--- src/rtl/cnt_sched_pkg.sv ---
// rtl/cnt_sched_pkg.sv - opcode and state encodings for the cnt sequencing controller
package cnt_sched_pkg;

  typedef enum logic [1:0] {
    OP_LOAD = 2'b00,
    OP_UP   = 2'b01,
    OP_DOWN = 2'b10,
    OP_SEEK = 2'b11
  } cnt_op_e;

  typedef enum logic [1:0] {
    ST_IDLE = 2'b00,
    ST_LOAD = 2'b01,
    ST_RUN  = 2'b10,
    ST_DONE = 2'b11
  } cnt_state_e;

endpackage

--- src/rtl/cnt_sched.sv ---
// rtl/cnt_sched.sv - command-driven controller sequencing an external cnt (load/step/seek/abort)
module cnt_sched
  import cnt_sched_pkg::*;
#(
  parameter int WIDTH = 4
) (
  input  logic             clk,
  input  logic             rst,
  input  logic             cmd_valid,
  output logic             cmd_ready,
  input  logic [1:0]       cmd_op,
  input  logic [WIDTH-1:0] cmd_arg,
  input  logic             abort,
  output logic             busy,
  output logic             done,
  output logic             aborted,
  output logic             cnt_en,
  output logic             cnt_up,
  output logic             cnt_load,
  output logic [WIDTH-1:0] cnt_din,
  input  logic [WIDTH-1:0] cnt_q
);

  cnt_state_e       state_q, state_d;
  cnt_op_e          op_q, op_d;
  logic [WIDTH-1:0] arg_q, arg_d;
  logic [WIDTH-1:0] step_q, step_d;
  logic             ready_q, ready_d;
  logic             aborted_q, aborted_d;

  always_ff @(posedge clk or negedge rst) begin
    if (!rst) begin
      state_q   <= ST_IDLE;
      op_q      <= OP_LOAD;
      arg_q     <= '0;
      step_q    <= '0;
      ready_q   <= 1'b0;
      aborted_q <= 1'b0;
    end else begin
      state_q   <= state_d;
      op_q      <= op_d;
      arg_q     <= arg_d;
      step_q    <= step_d;
      ready_q   <= ready_d;
      aborted_q <= aborted_d;
    end
  end

  always_comb begin
    state_d   = state_q;
    op_d      = op_q;
    arg_d     = arg_q;
    step_d    = step_q;
    aborted_d = aborted_q;
    cnt_en    = 1'b0;
    cnt_up    = 1'b0;
    cnt_load  = 1'b0;
    cnt_din   = '0;

    unique case (state_q)
      ST_IDLE: begin
        aborted_d = 1'b0;
        if (cmd_valid && ready_q) begin
          op_d    = cnt_op_e'(cmd_op);
          arg_d   = cmd_arg;
          step_d  = cmd_arg;
          state_d = (cnt_op_e'(cmd_op) == OP_LOAD) ? ST_LOAD : ST_RUN;
        end
      end
      ST_LOAD: begin
        cnt_load = 1'b1;
        cnt_din  = arg_q;
        state_d  = ST_DONE;
      end
      ST_RUN: begin
        if (abort) begin
          aborted_d = 1'b1;
          state_d   = ST_DONE;
        end else if (op_q == OP_SEEK) begin
          // Stop on the cycle the target is observed so the counter never overshoots.
          if (cnt_q == arg_q) begin
            state_d = ST_DONE;
          end else begin
            cnt_en = 1'b1;
            cnt_up = (arg_q > cnt_q);
          end
        end else begin
          cnt_up = (op_q == OP_UP);
          if (step_q == '0) begin
            state_d = ST_DONE;
          end else begin
            cnt_en = 1'b1;
            step_d = step_q - WIDTH'(1);
            if (step_q == WIDTH'(1)) state_d = ST_DONE;
          end
        end
      end
      ST_DONE: begin
        state_d = ST_IDLE;
      end
      default: state_d = ST_IDLE;
    endcase
  end

  // Ready is registered so it first rises on the edge after reset release.
  assign ready_d   = (state_d == ST_IDLE);
  assign cmd_ready = ready_q;
  assign busy      = (state_q == ST_LOAD) || (state_q == ST_RUN);
  assign done      = (state_q == ST_DONE);
  assign aborted   = (state_q == ST_DONE) && aborted_q;

endmodule

--- config.mk ---
export PLATFORM = sky130hd
export DESIGN_NAME = cnt_sched
export DESIGN_NICKNAME = d
export VERILOG_FILES = /design/src/rtl/cnt_sched_pkg.sv /design/src/rtl/cnt_sched.sv
export SDC_FILE = /design/constraint.sdc
export NUM_CORES = 1
export LEC_CHECK = 0
export CAP_MARGIN = 40
export CORE_MARGIN = 2
export CORE_UTILIZATION = 48
export DETAILED_ROUTE_END_ITERATION = 10
export PLACE_DENSITY = 0.81
export SLEW_MARGIN = 10
export SYNTH_ARGS = -nofsm -noshare
export SYNTH_HDL_FRONTEND = slang
export SYNTH_SLANG_ARGS = --single-unit
--- constraint.sdc ---
create_clock -name clk -period 2.2 [get_ports clk]
set_input_delay 0.33 -clock clk [delete_from_list [all_inputs] [get_ports clk]]
set_output_delay 0.33 -clock clk [all_outputs]
set_load 0.05 [all_outputs]
After elaboration in Yosys (flattened, before gate mapping)
Cells that the tools add are included.
Word-level totals
  bits of input ports: 14
  register bits: 14
  logic and storage cells: 57
  output and inout bits: 11
Cells by class
  $lt $le $gt $ge: 1
  eq/ne operators: 12
  muxes and demuxes: 26
  $add $sub $neg: 1
  reductions and logical operators: 11
Operators with widths (count)
  $mux W4: 5
  $mux W2: 7
  $mux W1: 11
  $ne A2 B2 Y1 const B: 5
  $pmux W2 S4: 1
  $pmux W4 S2: 1
  $eq A2 B2 Y1 const B: 3
  $logic_not A2 Y1: 3
  $reduce_and A5 Y1: 1
  $eq A2 B1 Y1 const B: 2
  $eq A4 B1 Y1 const B: 1
  $eq A4 B4 Y1: 1
  $gt A4 B4 Y1: 1
  $logic_not A4 Y1: 1
  $reduce_and A2 Y1: 2
  $sub A4 B1 Y4 const B: 1
  $logic_and A1 B1 Y1: 2
  $pmux W1 S2: 1
  $reduce_bool A2 Y1: 1
  $logic_or A1 B1 Y1: 1

Depth between registers and ports, before layout
Gate-level depths: netlist of run 1.
  depth in word-level cells: 7
  mapped depth: 7
  mapped depth without buffers: 6

Worst setup path after synthesis of run 1
OpenSTA, ideal clock, no wires.
  path kind: reg-to-output
  from: reg arg_q[1]
  to: out cnt_up
  path slack: 0.099 ns
  cell stages (with the launch flop): 6
  arrival time: 1.771 ns
  data required time: 1.870 ns
  buffers on the path: 0
  cells stage by stage: dfrtp_1 ha_1 nor2b_1 o21ai_0 a21o_1 a21oi_1
Between the ends
  word-level cells in the longest chain between the ends: 5
  elaborated cells between the ends (all ways): 6
  classes of those cells: order compare (1); eq/ne (1); mux (4)
RTL lines
  start, declared: RTL line cnt_sched.sv:26  | logic [WIDTH-1:0] arg_q, arg_d;
  start signal, assigned: RTL line cnt_sched.sv:42  | arg_q <= arg_d;
  $gt A4 B4 Y1 or $eq A4 B4 Y1 (tied branches): RTL line cnt_sched.sv:85, cnt_sched.sv:81
  $mux W1 (*): RTL line cnt_sched.sv:81  | if (cnt_q == arg_q) begin
  $mux W1 (*): RTL line cnt_sched.sv:79  | end else if (op_q == OP_SEEK) begin
  $mux W1 (*): RTL line cnt_sched.sv:76  | if (abort) begin
  $mux W1 (*): RTL line cnt_sched.sv:60  | unique case (state_q)
  end, declared: RTL line cnt_sched.sv:18  | output logic cnt_up,
Every way passes the cells marked *; elsewhere a longest branch is shown, timed or not.

Final worst setup path of run 1
  from: in cnt_q[1]
  to: out cnt_up
Between the ends
  word-level cells in the longest chain between the ends: 5
  elaborated cells between the ends (all ways): 6
  classes of those cells: order compare (1); eq/ne (1); mux (4)
RTL lines
  start, declared: RTL line cnt_sched.sv:21  | input logic [WIDTH-1:0] cnt_q
  $gt A4 B4 Y1 or $eq A4 B4 Y1 (tied branches): RTL line cnt_sched.sv:85, cnt_sched.sv:81
  $mux W1 (*): RTL line cnt_sched.sv:81
  $mux W1 (*): RTL line cnt_sched.sv:79
  $mux W1 (*): RTL line cnt_sched.sv:76
  $mux W1 (*): RTL line cnt_sched.sv:60
Marks and branches as above.

==> results of run 1 <==
[sequential cells by signal (all words and copies together), names as in the netlist]
signal,flops
arg_q,4
op_q,2
cmd_ready,1
step_q,4
aborted_q,1
state_q,2
[cell usage after synthesis, types with 3 or more instances]
master | n | area (sq um)
a211oi_1 | 3 | 22.5
and2_1 | 5 | 31.3
dfrtp_1 | 14 | 350
ha_1 | 10 | 125
inv_1 | 10 | 37.5
mux2_2 | 6 | 67.6
nand2_1 | 3 | 11.3
nand3_1 | 3 | 15.0
nor2_1 | 6 | 22.5
nor3_1 | 6 | 30.0
o21ai_0 | 4 | 20.0
o32ai_1 | 3 | 26.3
[what timing repair did]
action	CTS	global route
pin swaps	0	6
setup buffers	0	1
resized for setup	1	5
endpoints found under the setup margin	1	2
[metal layers]
layer | track usage | share of wire | routed length, um | vias to the layer above
li1 | - | - | - | 418
met2 | 0.349 | 0.53 | 1200 | 27
met1 | 0.236 | 0.41 | 942 | 407
met4 | 0.0857 | 0.018 | 40 | 0
met3 | 0.0276 | 0.040 | 91 | 4
met5 | 0 | 0 | 0 | -
[critical path: stages]
cell and delay (ps):
clkdlybuf4s50_1 460, inv_1 60, ha_4 270, nor2b_4 120
o21ai_0 80, a21o_1 170, a21oi_2 180, buf_12 160
[metrics by stage]
step	power, mW	TNS, ps	utilization
2_1_floorplan	1.45	0	-
3_3_place_gp	1.73	0	0.642
3_5_place_dp	1.77	-63.5	0.642
4_1_cts	1.93	0	0.656
5_1_grt	2.11	-27.2	0.672
6_report	1.96	0	0.672
[worst max path at each step]
stage               endpoint  slack, ps  cells after the start
floorplan             cnt_up        100                      5
finish                cnt_up         30                      8
global placement      cnt_up          9                      8
detailed placement    cnt_up        -60                      8
CTS                   cnt_up          4                      8
global route          cnt_en        -20                      7
[power by group]
| group | internal [mW] | switching, mW | total [mW] |
|---|---|---|---|
| logic | 0.533 | 0.745 | 1.28 |
| registers | 0.392 | 0.147 | 0.540 |
| clock network | 0.0636 | 0.0799 | 0.143 |
| total | 0.989 | 0.972 | 1.96 |
[cell type report]
class / count / share of cell area
repair buffers: 27 / 0.203
clock buffers: 3 / 0.0173
multi-input cells: 73 / 0.456
inverters: 10 / 0.0288
flip-flops and latches: 14 / 0.268
well taps: 27 / 0.0259
[logic make-up after synthesis]
logic type | count (synthesis) | synth area share
multiplexers | 7 | 0.0795
AND/OR/NAND/NOR | 33 | 0.183
adder cells (fa/ha/maj) | 10 | 0.128
buffers and inverters | 13 | 0.0590
AO/OA/AOI/OAI | 23 | 0.191
flip-flops | 14 | 0.359
==> out/metrics.cfg, run 1 <==
[status]
status=finished clean

[drt]
vias_per_cell=5.56
postRouteAntennaNets=0
wl_mm=2.27
drt_iter0_markers=16
drcViolationCount=0
drtPass1Iterations=4
wire_per_inst_um=14.8
via_count=856

[placement]
dp_hpwl_mm=1.74
postPlaceCellArea_sq_um=1250
dp_cells=150
numPortBuffers=24
pre_cts_ws_ps=-63.5
place_congestion=0.895

[synth]
synth_edf_count=0
ys_types=34
ys_warn_count=0
yosysSeqAreaShare=0.359
ys.flop_type=dfrtp_1
synth_nets=124
synth_cells=100
ys_ff_latch=14
synth_area_sq_um=976
synth_async_sr_flop_share=1.00
synth_area_per_cell_sq_um=9.76

[global_route]
grt_overflow=0
antenna_found_initial=0
grt_pass1_wl_mm=3.59
grt_pass1_vias=803
grt_max_degree=15
gr-usage-all-layers=0.197

[worst_setup_path]
critPathLaunch=cnt_q[1]
worstReg2RegEnd=step_q[1]
worstPathRequired_ps=1870
crit_path_end_kind=output port
rrSetupSlack_ps=260
crit_arrival_ps=1840
critPathLaunchType=input port
crit_type=input port to output port
ff2ff_path_depth=6
critPathMaxFanout=2
reg2reg_from=state_q[0]

[clocking]
cts_root_buf=clkbuf_4
clk_path_buf_depth=2
cts_tree=built
cts_htree_levels=1
path_clk_slew_ps=80
cts.sinks=14
postCtsHoldBufs=0
worstSkewPairLatency_ps=280
cts_made_buffers=3

[sta]
slew_headroom=0.559
whs_ps=447
report.final.slew_viol_count=0
fin_crit_ps=2170
max_freq_mhz=462
setup_viol=0
finClkSkew_ps=0.371
hold_viol_final=0
setup_ws_ps=34.4
post-route-period-util=0.984
tightest_slew_ps=660

[floorplan]
dieArea_sq_um=2410
initial_utilization=0.503
dieWidth_um=49.1
fp-row-count=16
coreArea_sq_um=1940
ios=25
die_h_um=49.1

[layout]
final_common_cell=clkdlybuf4s50_1
layout_common_cells=15 x clkdlybuf4s50_1, 14 x dfrtp_1, 10 x inv_1, 10 x buf_4, 9 x ha_1
drive_above_1_share=0.220
seqCellArea_sq_um=350
area_growth_pct=33.7
layout.cells.non_filler=154
diodes=0
final_nets=153
multi_input_area_sq_um=596
n_fill_cell=172
fin_area_sq_um=1310

[power]
ir_drop_mv=1.21
leakagePower_nw=0.590
pwr_density_cell_nw_per_um2=1500

[run]
cap_violations=0

[worst_hold_path]
hold_path_class=input port to asynchronous set/reset pin

No activity file was read; power rests on OpenSTA's default activity.
==> inputs of run 2 (changes only) <==
- CORE_MARGIN: 2 -> default
- CTS_BUF_LIST: default -> sky130_fd_sc_hd__clkbuf_16
==> out/metrics.cfg, run 2 (synthesis gave the netlist of run 1 again) <==
[global_route]
gr-usage-all-layers=0.241  ; +0.0433
grt_overflow=0  ; unchanged
antenna_found_initial=0  ; unchanged
grt_max_degree=15  ; unchanged
grt_pass1_wl_mm=3.68  ; +2.5%
grt_pass1_vias=852  ; +6.1%

[placement]
dp_cells=148  ; -1.3%
pre_cts_ws_ps=-46.9  ; +16.6 ps
numPortBuffers=24  ; unchanged
place_congestion=0.831  ; -7.1%
dp_hpwl_mm=1.69  ; -2.7%

[clocking]
path_clk_slew_ps=50  ; -30 ps
postCtsHoldBufs=0  ; unchanged
worstSkewPairLatency_ps=240  ; -40 ps
cts_root_buf=clkbuf_16
cts.sinks=14  ; unchanged
cts_tree=built
cts_made_buffers=3  ; unchanged
clk_path_buf_depth=2  ; unchanged
cts_htree_levels=1  ; unchanged

[power]
swShare=0.465  ; -0.0313
leakagePower_nw=0.606  ; +2.7%
pwr_density_cell_nw_per_um2=1600  ; +6.4%
p_comb_frac=0.594  ; -0.057
finalPower_mw=2.16  ; +10%
netSwitchingPower_mw=1.00  ; +3.1%
p_int_mw=1.16  ; +17%
ir_drop_mv=1.26  ; +4.2%
seqPwrFrac=0.253  ; -0.022
p_clk_frac=0.153  ; +0.080

[layout]
final_common_cell=clkdlybuf4s50_1
layout.cells.non_filler=152  ; -1.3%
final_nets=153  ; unchanged
drive_above_1_share=0.205  ; -0.0157
diodes=0  ; unchanged
seqCellArea_sq_um=350  ; unchanged
largestRegisters=arg_q (4), step_q (4)
n_fill_cell=129  ; -25%
multi_input_area_sq_um=588  ; -1.3%
layout_common_cells=16 x clkdlybuf4s50_1, 14 x dfrtp_1, 10 x inv_1
area_growth_pct=38.3

[floorplan]
die_h_um=47.1  ; -4.1%
dieWidth_um=47.1  ; -4.1%
dieArea_sq_um=2220  ; -8.0%
initial_utilization=0.536  ; +0.0335
ios=25  ; unchanged
fp-row-count=15  ; -1
coreArea_sq_um=1820  ; -6.2%

[drt]
via_count=897  ; +4.8%
drcViolationCount=0  ; unchanged
postRouteAntennaNets=0  ; unchanged
vias_per_cell=5.90  ; +6.2%
wl_mm=2.40  ; +5.7%
drtPass1Iterations=4  ; unchanged
drt_iter0_markers=36  ; +20
wire_per_inst_um=15.8  ; +7.1%

[sta]
max_freq_mhz=459  ; -0.50%
whs_ps=484  ; +37.1 ps
report.final.slew_viol_count=0  ; unchanged
setup_ws_ps=23.5  ; -10.9 ps
fin_crit_ps=2180  ; +10.9 ps
hold_viol_final=0  ; unchanged
post-route-period-util=0.989  ; +0.00494
finClkSkew_ps=6.70  ; +6.33 ps
tightest_slew_ps=629  ; -30.1 ps
setup_tns_ps=0  ; unchanged
setup_viol=0  ; unchanged
slew_headroom=0.579  ; +0.0201

[worst_setup_path]
worstPathRequired_ps=1870  ; about the same
crit_path_end_kind=output port
crit_arrival_ps=1850  ; about the same
critPathMaxFanout=2  ; unchanged
critPathLaunchType=input port
crit_type=input port to output port

[status]
status=finished clean

[run]
cap_violations=0  ; unchanged

[worst_hold_path]
hold_path_class=input port to asynchronous set/reset pin

## run 2: routing by layer
layer	track usage	wire (um)
met1	0.279	942
met2	0.444	1290
met3	0.0385	139
met4	0.0857	26
met5	0	0
## run 2: per-stage QoR
step / utilization / cell area, sq um
floorplan: - / 976
global placement: 0.685 / 1250
detailed placement: 0.685 / 1250
CTS: 0.729 / 1330
global route: 0.742 / 1350
finish: 0.742 / 1350
## run 2: final timing paths
check / startpoint / to / slack [ps] / depth (start not counted)
max in group asynchronous: rst / op_q[1] / 1300 / 1
hold / removal: rst / step_q[3] / 480 / 1
setup reg to reg: state_q[0] / step_q[2] / 320 / 6
hold reg to reg: arg_q[0] / arg_q[0] / 530 / 1
min in group clk: arg_q[0] / arg_q[0] / 530 / 1
setup / recovery: cnt_q[1] / cnt_up / 20 / 8
## run 2: power groups by stage
stage                     clock network (mW)  registers, mW  logic (mW)
after floorplan                            0          0.534       0.911
after global placement                     0          0.529        1.21
after detailed placement                   0          0.536        1.24
after CTS                              0.335          0.535        1.26
after global routing                   0.348          0.566        1.38
final                                  0.330          0.545        1.28
## run 2: critical path, stage by stage
cell and delay [ps]:
clkdlybuf4s50_1 460, inv_1 60, ha_4 260, nor2b_1 130, o21ai_0 90, a21o_1 190, a21oi_2 170, buf_12 150
## run 2: final cells by class
| type | instances | area share |
|---|---|---|
| Sequential cell | 14 | 0.260 |
| Clock buffer | 3 | 0.0556 |
| Tap cell | 25 | 0.0232 |
| Inverter | 10 | 0.0278 |
| Timing Repair Buffer | 27 | 0.198 |
| Multi-Input combinational cell | 73 | 0.436 |
## run 2: timing repair
action,CTS,global route
resized for setup,1,4
pin swaps,0,4
setup endpoints to repair,1,2
hold endpoints to repair,0,0
buffers inserted,0,1
==> inputs of run 3 (changes only) <==
- REMOVE_ABC_BUFFERS: default -> 1
==> out/metrics.cfg, run 3 (synthesis gave the netlist of run 1 again) <==
[status]
status=finished clean

[floorplan]
coreArea_sq_um=1820  ; unchanged
ios=25  ; unchanged
fp-row-count=15  ; unchanged
dieWidth_um=47.1  ; unchanged
dieArea_sq_um=2220  ; unchanged
initial_utilization=0.536  ; unchanged
die_h_um=47.1  ; unchanged

[sta]
post-route-period-util=0.966  ; -0.0233
fin_crit_ps=2130  ; -51.2 ps
tightest_slew_ps=678  ; +48.2 ps
hold_viol_final=0  ; unchanged
slew_headroom=0.547  ; -0.0322
max_freq_mhz=471  ; +2.4%
setup_viol=0  ; unchanged
setup_ws_ps=74.7  ; +51.2 ps
setup_tns_ps=0  ; unchanged
finClkSkew_ps=2.94  ; -3.76 ps
report.final.slew_viol_count=0  ; unchanged

[worst_hold_path]
hold_path_class=input port to asynchronous set/reset pin

[layout]
final_nets=153  ; unchanged
diodes=0  ; unchanged
area_growth_pct=41.9
largestRegisters=arg_q (4), step_q (4)
layout_common_cells=15 x clkdlybuf4s50_1, 14 x dfrtp_1, 9 x inv_1, 9 x buf_4, 7 x ha_1
final_common_cell=clkdlybuf4s50_1
drive_above_1_share=0.236  ; +0.0315
fin_area_sq_um=1390  ; +2.6%

[power]
swShare=0.465  ; about the same
leakagePower_nw=0.619  ; +2.2%
ir_drop_mv=1.20  ; -5.0%
p_clk_frac=0.155  ; +0.002
p_int_mw=1.18  ; +2.1%
netSwitchingPower_mw=1.02  ; +2.2%
seqPwrFrac=0.251  ; -0.002
finalPower_mw=2.20  ; +2.1%
pwr_density_cell_nw_per_um2=1590  ; -0.45%
p_comb_frac=0.595  ; about the same

[placement]
place_congestion=0.852  ; +2.5%
postPlaceCellArea_sq_um=1250  ; unchanged
pre_cts_ws_ps=-120  ; -73.4 ps
dp_hpwl_mm=1.73  ; +2.4%
numPortBuffers=24  ; unchanged

[worst_setup_path]
crit_arrival_ps=1800  ; -50 ps
crit_type=input port to output port
worstPathRequired_ps=1870  ; about the same
critPathLaunchType=input port
crit_path_end_kind=output port
critPathMaxFanout=2  ; unchanged
ff2ff_path_depth=6  ; unchanged

[global_route]
gr-usage-all-layers=0.246  ; +0.00576
grt_max_degree=15  ; unchanged
grt_overflow=0  ; unchanged
grt_pass1_wl_mm=3.74  ; +1.5%
grt_pass1_vias=864  ; +1.4%
antenna_found_initial=0  ; unchanged

[drt]
drt_iter0_markers=24  ; -33%
via_count=869  ; -3.1%
drtPass1Iterations=4  ; unchanged
postRouteAntennaNets=0  ; unchanged
wire_per_inst_um=15.8  ; about the same
wl_mm=2.40  ; about the same
drcViolationCount=0  ; unchanged
vias_per_cell=5.72  ; -3.1%

[clocking]
cts_made_buffers=3  ; unchanged
cts_root_buf=clkbuf_16
postCtsHoldBufs=0  ; unchanged
worstSkewPairLatency_ps=240  ; about the same
cts.sinks=14  ; unchanged
clk_path_buf_depth=2  ; unchanged
cts_tree=built
cts_htree_levels=1  ; unchanged
path_clk_slew_ps=50  ; about the same

[run]
cap_violations=0  ; unchanged

## run 3: changes by cell type in the layout (fill, tap and decap cells not counted)
cell	delta
ha_4	+2
ha_1	-2
inv_2	+1
dlymetal6s2s_1	+1
clkdlybuf4s50_1	-1
nor2b_1	-1
inv_1	-1
nor2b_4	+1
## run 3: worst paths after layout
kind	from	to	slack (ps)
max	cnt_q[2]	cnt_en	70
min	rst	state_q[0]	500
max reg2reg	state_q[0]	step_q[2]	300
min reg2reg	arg_q[0]	arg_q[0]	530
max in group asynchronous	rst	step_q[1]	1260
min in group clk	arg_q[0]	arg_q[0]	530
## run 3: metal layers
metal  vias up  global-route usage  share of wire
li1        427                   -              -
met1       410               0.301           0.45
met2        25               0.431           0.51
met3         7              0.0423          0.033
met4         0              0.0971          0.013
met5         -                   0              0
## run 3: repair_timing
action,CTS,global route
pin swaps,2,4
resized for setup,3,7
setup endpoints to repair,1,2
buffers inserted,0,1
## run 3: power groups by stage
stage	sequential (mW)	clock (mW)	combinational, mW
floorplan	0.534	0	0.884
global placement	0.530	0	1.21
detailed placement	0.536	0	1.24
CTS	0.540	0.339	1.28
global route	0.571	0.349	1.43
finish	0.552	0.341	1.31
## run 3: layout make-up
cell class                      count  area, sq um
Multi-Input combinational cell     73          621
Fill cell                         132          435
Sequential cell                    14          350
Timing Repair Buffer               27          270
Clock buffer                        3         75.1
Inverter                           10         37.5
Tap cell                           25         31.3
## run 3: through the flow
stage	hold WS [ps]	util	std cells
6_report	500	0.761	152
5_1_grt	560	0.761	152
4_1_cts	515	0.735	151
3_5_place_dp	519	0.685	148
3_3_place_gp	506	0.685	148
2_1_floorplan	34.4	-	97
## run 3: critical path, cell delays in order
cell             delay [ps]
clkdlybuf4s50_1         460
inv_1                    60
ha_4                    260
nand4_1                 110
or2_1                   270
and3_4                  170
buf_12                  140
==> variant 1 (settings of run 2) <==
The parameter `WIDTH` goes from 4 to 6.
--- a/src/rtl/cnt_sched.sv
+++ b/src/rtl/cnt_sched.sv
@@ -3,5 +3,5 @@
   import cnt_sched_pkg::*;
 #(
-  parameter int WIDTH = 4
+  parameter int WIDTH = 6
 ) (
   input  logic             clk,
Interface: changed (resized cmd_arg, cnt_din and cnt_q); port bits go from 25 to 31. The function was not compared with the original's and may differ.
==> variant 1 against run 2 <==
- synthesized area increased by 33%
- critical endpoint unchanged
- global-route usage decreased by 0.91 points
- total power increased by 29%
- count of clock-buffer cells in the layout unchanged
- worst setup slack got worse by 0.0064 ns
- clock skew decreased by 0.00070 ns
- worst hold slack got worse by 0.071 ns
- highest routed layer unchanged
- design area increased by 37%
- sequential cell count increased by 4
- wire length increased by 33%
- combinational power increased by 33%
==> variant 1: results (changes against run 2) <==
* Worst-path fanout max at 2 (unchanged)
* Top Registers: arg_q: 6 flops, step_q: 6 flops
* CTS Root Cell: clkbuf_16
* Crit-path max cell delay at 0.46 ns (about the same)
* Num CTS Buffers at 3 (unchanged)
* First-pass GRT wire length at 4.73 mm (+28%)
* Sw power at 0.00131 W (+31%)
* Largest net degree at the start of global routing at 19 (+4)
* ANT cells at 0 (unchanged)
* CTS clock-pin slew for the worst setup and hold paths at 0.05 ns (about the same)
* Ys flop type: dfrtp_1
* Post-synth EDFFs at 0 (unchanged)
* Post-synth top cells: 18 x dfrtp_1, 15 x inv_1, 13 x ha_1
* Status: complete, no violations
* I/O Buffers at 30 (+25%)
* Ys async rst share at 100% (unchanged)
* Peak supply drop at 994 uV (-21%)
* Unique cell type count in the Yosys netlist at 40 (+18%)
* HP Class: input pin to asynchronous set/reset pin
* HPWL after DPL at 2.24 mm (+32%)
* Post-CTS Setup Bufs at 0 (unchanged)
* Clock skew at 0.00600 ns (-0.000704 ns)
* Vias in the first global route at 1,093 (+28%)
* Rel. slew slack at 64.2% (+6.3 points)
* # H-tree levels at 1 (unchanged)
* Critical path's top delay family: buffers and inverters
* DR iter-0 viols at 26 (-28%)
* Worst EP arrival at 1.85 ns (about the same)
* Sequential area share after synthesis at 34.8% (-1.1 points)
* Syn_nets at 174 (+40%)
* Leak at 0.827 nW (+37%)
* Placed Area at 0.00168 mm2 (+34%)
* Final Wtd Congestion at 0.851 (+2.3%)
* Post-Route WL at 3.19 mm (+33%)
* Final nets at 211 (+38%)
* Vias at 1,211 (+35%)
* Worst-Skew Late Latency at 0.25 ns
* Clock Path Buffers at 2 (unchanged)
* Critical path's slowest cell: clkdlybuf4s50_1
* Drt first pass iters at 4 (unchanged)
* Total track usage at 23.2% (-0.91 points)
* Initial antenna violation count at 0 (unchanged)
* Warnings from Yosys at 0 (unchanged)
* Share of layout cells above drive strength 1 at 25.7% (+5.2 points)
* Largest cells by area after synthesis: dfrtp_1 35%, ha_1 13%, mux2_2 5.2%, inv_1 4.3%, a21oi_1 4.3%
* Dpl ws at -0.0766 ns (-0.0297 ns)
[variant 1: area by class of cell]
type / instances / area, um2
fillers: 192 / 673
inverters: 15 / 56.3
clock inverters: 1 / 3.75
well taps: 30 / 37.5
multi-input cells: 105 / 851
repair buffers: 37 / 375
flip-flops and latches: 18 / 450
clock buffers: 3 / 75.1
[variant 1: routing by layer]
metal / global-route usage [%] / wire length, um / up-vias
met2: 38.5 / 1650 / 41
li1: - / - / 587
met5: 0 / 0 / -
met4: 9.21 / 24 / 0
met1: 30.1 / 1370 / 580
met3: 3.11 / 151 / 3
[variant 1: cells by family after synthesis]
kind of cell	Yosys count	share of synthesized area (%)
and+or+nand+nor	47	20.0
AOI/OAI and AO/OA	38	20.3
buffers and inverters	20	6.38
DFF	18	34.8
muxes	7	5.99
adders and majority gates	13	12.6
[variant 1: per-stage QoR]
step / hold slack (ns) / util (%) / cells / total power (W)
3_5_place_dp: 0.489 / 66.4 / 205 / 0.00228
2_1_floorplan: 0.0344 / - / 143 / 0.00180
6_report: 0.413 / 73.3 / 209 / 0.00277
4_1_cts: 0.425 / 71.5 / 209 / 0.00272
5_1_grt: 0.454 / 73.3 / 209 / 0.00298
3_3_place_gp: 0.487 / 66.4 / 205 / 0.00222
[variant 1: worst paths after layout]
path | startpoint | endpoint | slack, ns | depth (start not counted)
setup / recovery | cnt_q[3] | cnt_up | 0.02 | 8
hold / removal | rst | cmd_ready | 0.41 | 2
setup reg to reg | state_q[0] | step_q[0] | 0.27 | 7
hold reg to reg | arg_q[0] | arg_q[0] | 0.50 | 2
max in group asynchronous | rst | arg_q[2] | 1.58 | 2
min in group clk | arg_q[0] | arg_q[0] | 0.50 | 2
[variant 1: what timing repair did]
item / CTS / global route
pin swaps: 4 / 3
endpoints found under the setup margin: 2 / 2
resized for setup: 12 / 10
[variant 1: power by group through the flow]
| stage | Clock (W) | Combinational (W) | Sequential (W) |
|---|---|---|---|
| global placement | 0 | 0.00154 | 0.000681 |
| global route | 0.000395 | 0.00185 | 0.000741 |
| detailed placement | 0 | 0.00159 | 0.000693 |
| CTS | 0.000366 | 0.00165 | 0.000702 |
| floorplan | 0 | 0.00113 | 0.000673 |
| finish | 0.000364 | 0.00170 | 0.000715 |
==> variant 2 (config.mk and constraints of run 2) <==
Without the edit above. Make the reset (`rst`) synchronous in one clocked block.
--- a/src/rtl/cnt_sched.sv
+++ b/src/rtl/cnt_sched.sv
@@ -29,5 +29,5 @@
   logic             aborted_q, aborted_d;
 
-  always_ff @(posedge clk or negedge rst) begin
+  always_ff @(posedge clk) begin
     if (!rst) begin
       state_q   <= ST_IDLE;
Function: differs if rst is asserted again (counterexample within 4 cycles, from zero or initial values and one cycle with rst low); with rst held inactive, the same outputs for 10 cycles.
==> variant 2 against run 2 <==
- sequential cell count unchanged
- clock skew fell by 0.0056 ns
- total power shrank 28%
- wire length is 17% higher
- first-iteration DRC count rose by 86%
- via count grew 19%
- critical path depth shrank 1
- worst setup slack better by 0.016 ns
- design area rose by 6.4%
- synthesized area increased by 1.7%
- largest power group unchanged
- highest routed layer unchanged
==> variant 2: results (changes against run 2) <==
* Post-synth top cells: 15 x nand2_1, 14 x a21oi_1, 14 x dfxtp_1, 14 x inv_1, 10 x ha_1
* Vias in the first global route at 996 (+17%)
* Grt met1 use at 30.0% (+2.1 points)
* Worst EP arrival at 1.83 ns (-0.02 ns)
* Post-Route WL at 2.82 mm (+17%)
* Largest net degree at the start of global routing at 14 (-1)
* Share of layout cells above drive strength 1 at 24.8% (+4.4 points)
* Syn_nets at 148 (+19%)
* Rel. slew slack at 67.1% (+9.2 points)
* Final nets at 182 (+19%)
* Largest cells by area after synthesis: dfxtp_1 28%, ha_1 13%, a21oi_1 7.1%, nand2_1 5.7%, inv_1 5.3%
* Top Registers: arg_q: 4 flops, step_q: 4 flops
* Mux share of post-synthesis cell area at 0% (-7.9 points)
* Int Pwr at 0.000887 W (-23%)
* Synth Instances at 124 (+24%)
* Post-route DRC at 0 (unchanged)
* Adder-cell share of the synthesized area at 12.6% (-0.21 points)
* Worst-path fanout max at 3 (+1)
* Max layer used: met4
* I/O Buffers at 24 (unchanged)
* Initial antenna violation count at 0 (unchanged)
* Final Wtd Congestion at 0.942 (+13%)
* Ys flop type: dfxtp_1
* DR iter-0 viols at 67 (+86%)
* Met3 wire length at 209 um (+50%)
* Unique cell type count in the Yosys netlist at 40 (+18%)
* P_clk at 0.000349 W (+6%)
* Met2 wire len at 1.46 mm (+13%)
* M3 GR Usage at 7.55% (+3.7 points)
* Worst-Skew Late Latency at 0.25 ns
* Warnings from Yosys at 0 (unchanged)
* Sequential area share after synthesis at 28.2% (-7.7 points)
* Met1 WL at 1.05 mm (+12%)
* Post-CTS sizing at 9 (+8)
* ANT cells at 0 (unchanged)
* HPWL after DPL at 1.99 mm (+17%)
* Met2 Usage GRT at 51.5% (+7.1 points)
* Total track usage at 28.1% (+4.1 points)
* # H-tree levels at 1 (unchanged)
* Dpl ws at -0.307 ns (-0.260 ns)
* Clock skew at 0.00108 ns (-0.00563 ns)
* Status: complete, no violations
* Sw power at 0.000677 W (-32%)
* Leak at 0.592 nW (-2.3%)
* Ys async rst share at 0% (-100 points)
* Peak supply drop at 766 uV (-39%)
* Post-CTS Setup Bufs at 5 (+5)
* First-pass GRT wire length at 4.28 mm (+16%)
* Placed Area at 0.00127 mm2 (+2.1%)
* Vias/cell at 5.80 (-1.7%)
* CTS Root Cell: clkbuf_16
* Compound-cell area share of the yosys netlist at 30.0% (+11 points)
* FILL cells at 157 (+22%)
* DR WL/cell at 15.3 um (-3.0%)
* HP Class: flop to flop
* Combinational fraction of design power at 52.3% (-7.1 points)
variant 2: worst max-delay path, stage by stage, from the launching register on:
cell and delay (ns):
dfxtp_2 0.32, inv_1 0.04, ha_1 0.28, and4_4 0.16, a31oi_4 0.17, nand2_2 0.09
a311oi_2 0.34, buf_12 0.18
variant 2: path summary, 6_finish.rpt:
| kind | startpoint | to | slack, ns | cells past startpoint |
|---|---|---|---|---|
| worst max-delay path | arg_q[0] | cnt_up | 0.04 | 7 |
| worst max register to register | arg_q[0] | cmd_ready | 0.04 | 12 |
| worst min register to register | arg_q[0] | arg_q[0] | 0.46 | 2 |
| worst min-delay path | arg_q[0] | arg_q[0] | 0.46 | 2 |
variant 2: cell type report:
type | count | area [um2] | area share (%)
Clock buffer | 3 | 75.1 | 5.23
Clock inverter | 1 | 3.75 | 0.261
Inverter | 14 | 52.6 | 3.66
Multi-Input combinational cell | 92 | 677 | 47.1
Sequential cell | 14 | 283 | 19.7
Tap cell | 27 | 33.8 | 2.35
Timing Repair Buffer | 33 | 312 | 21.7
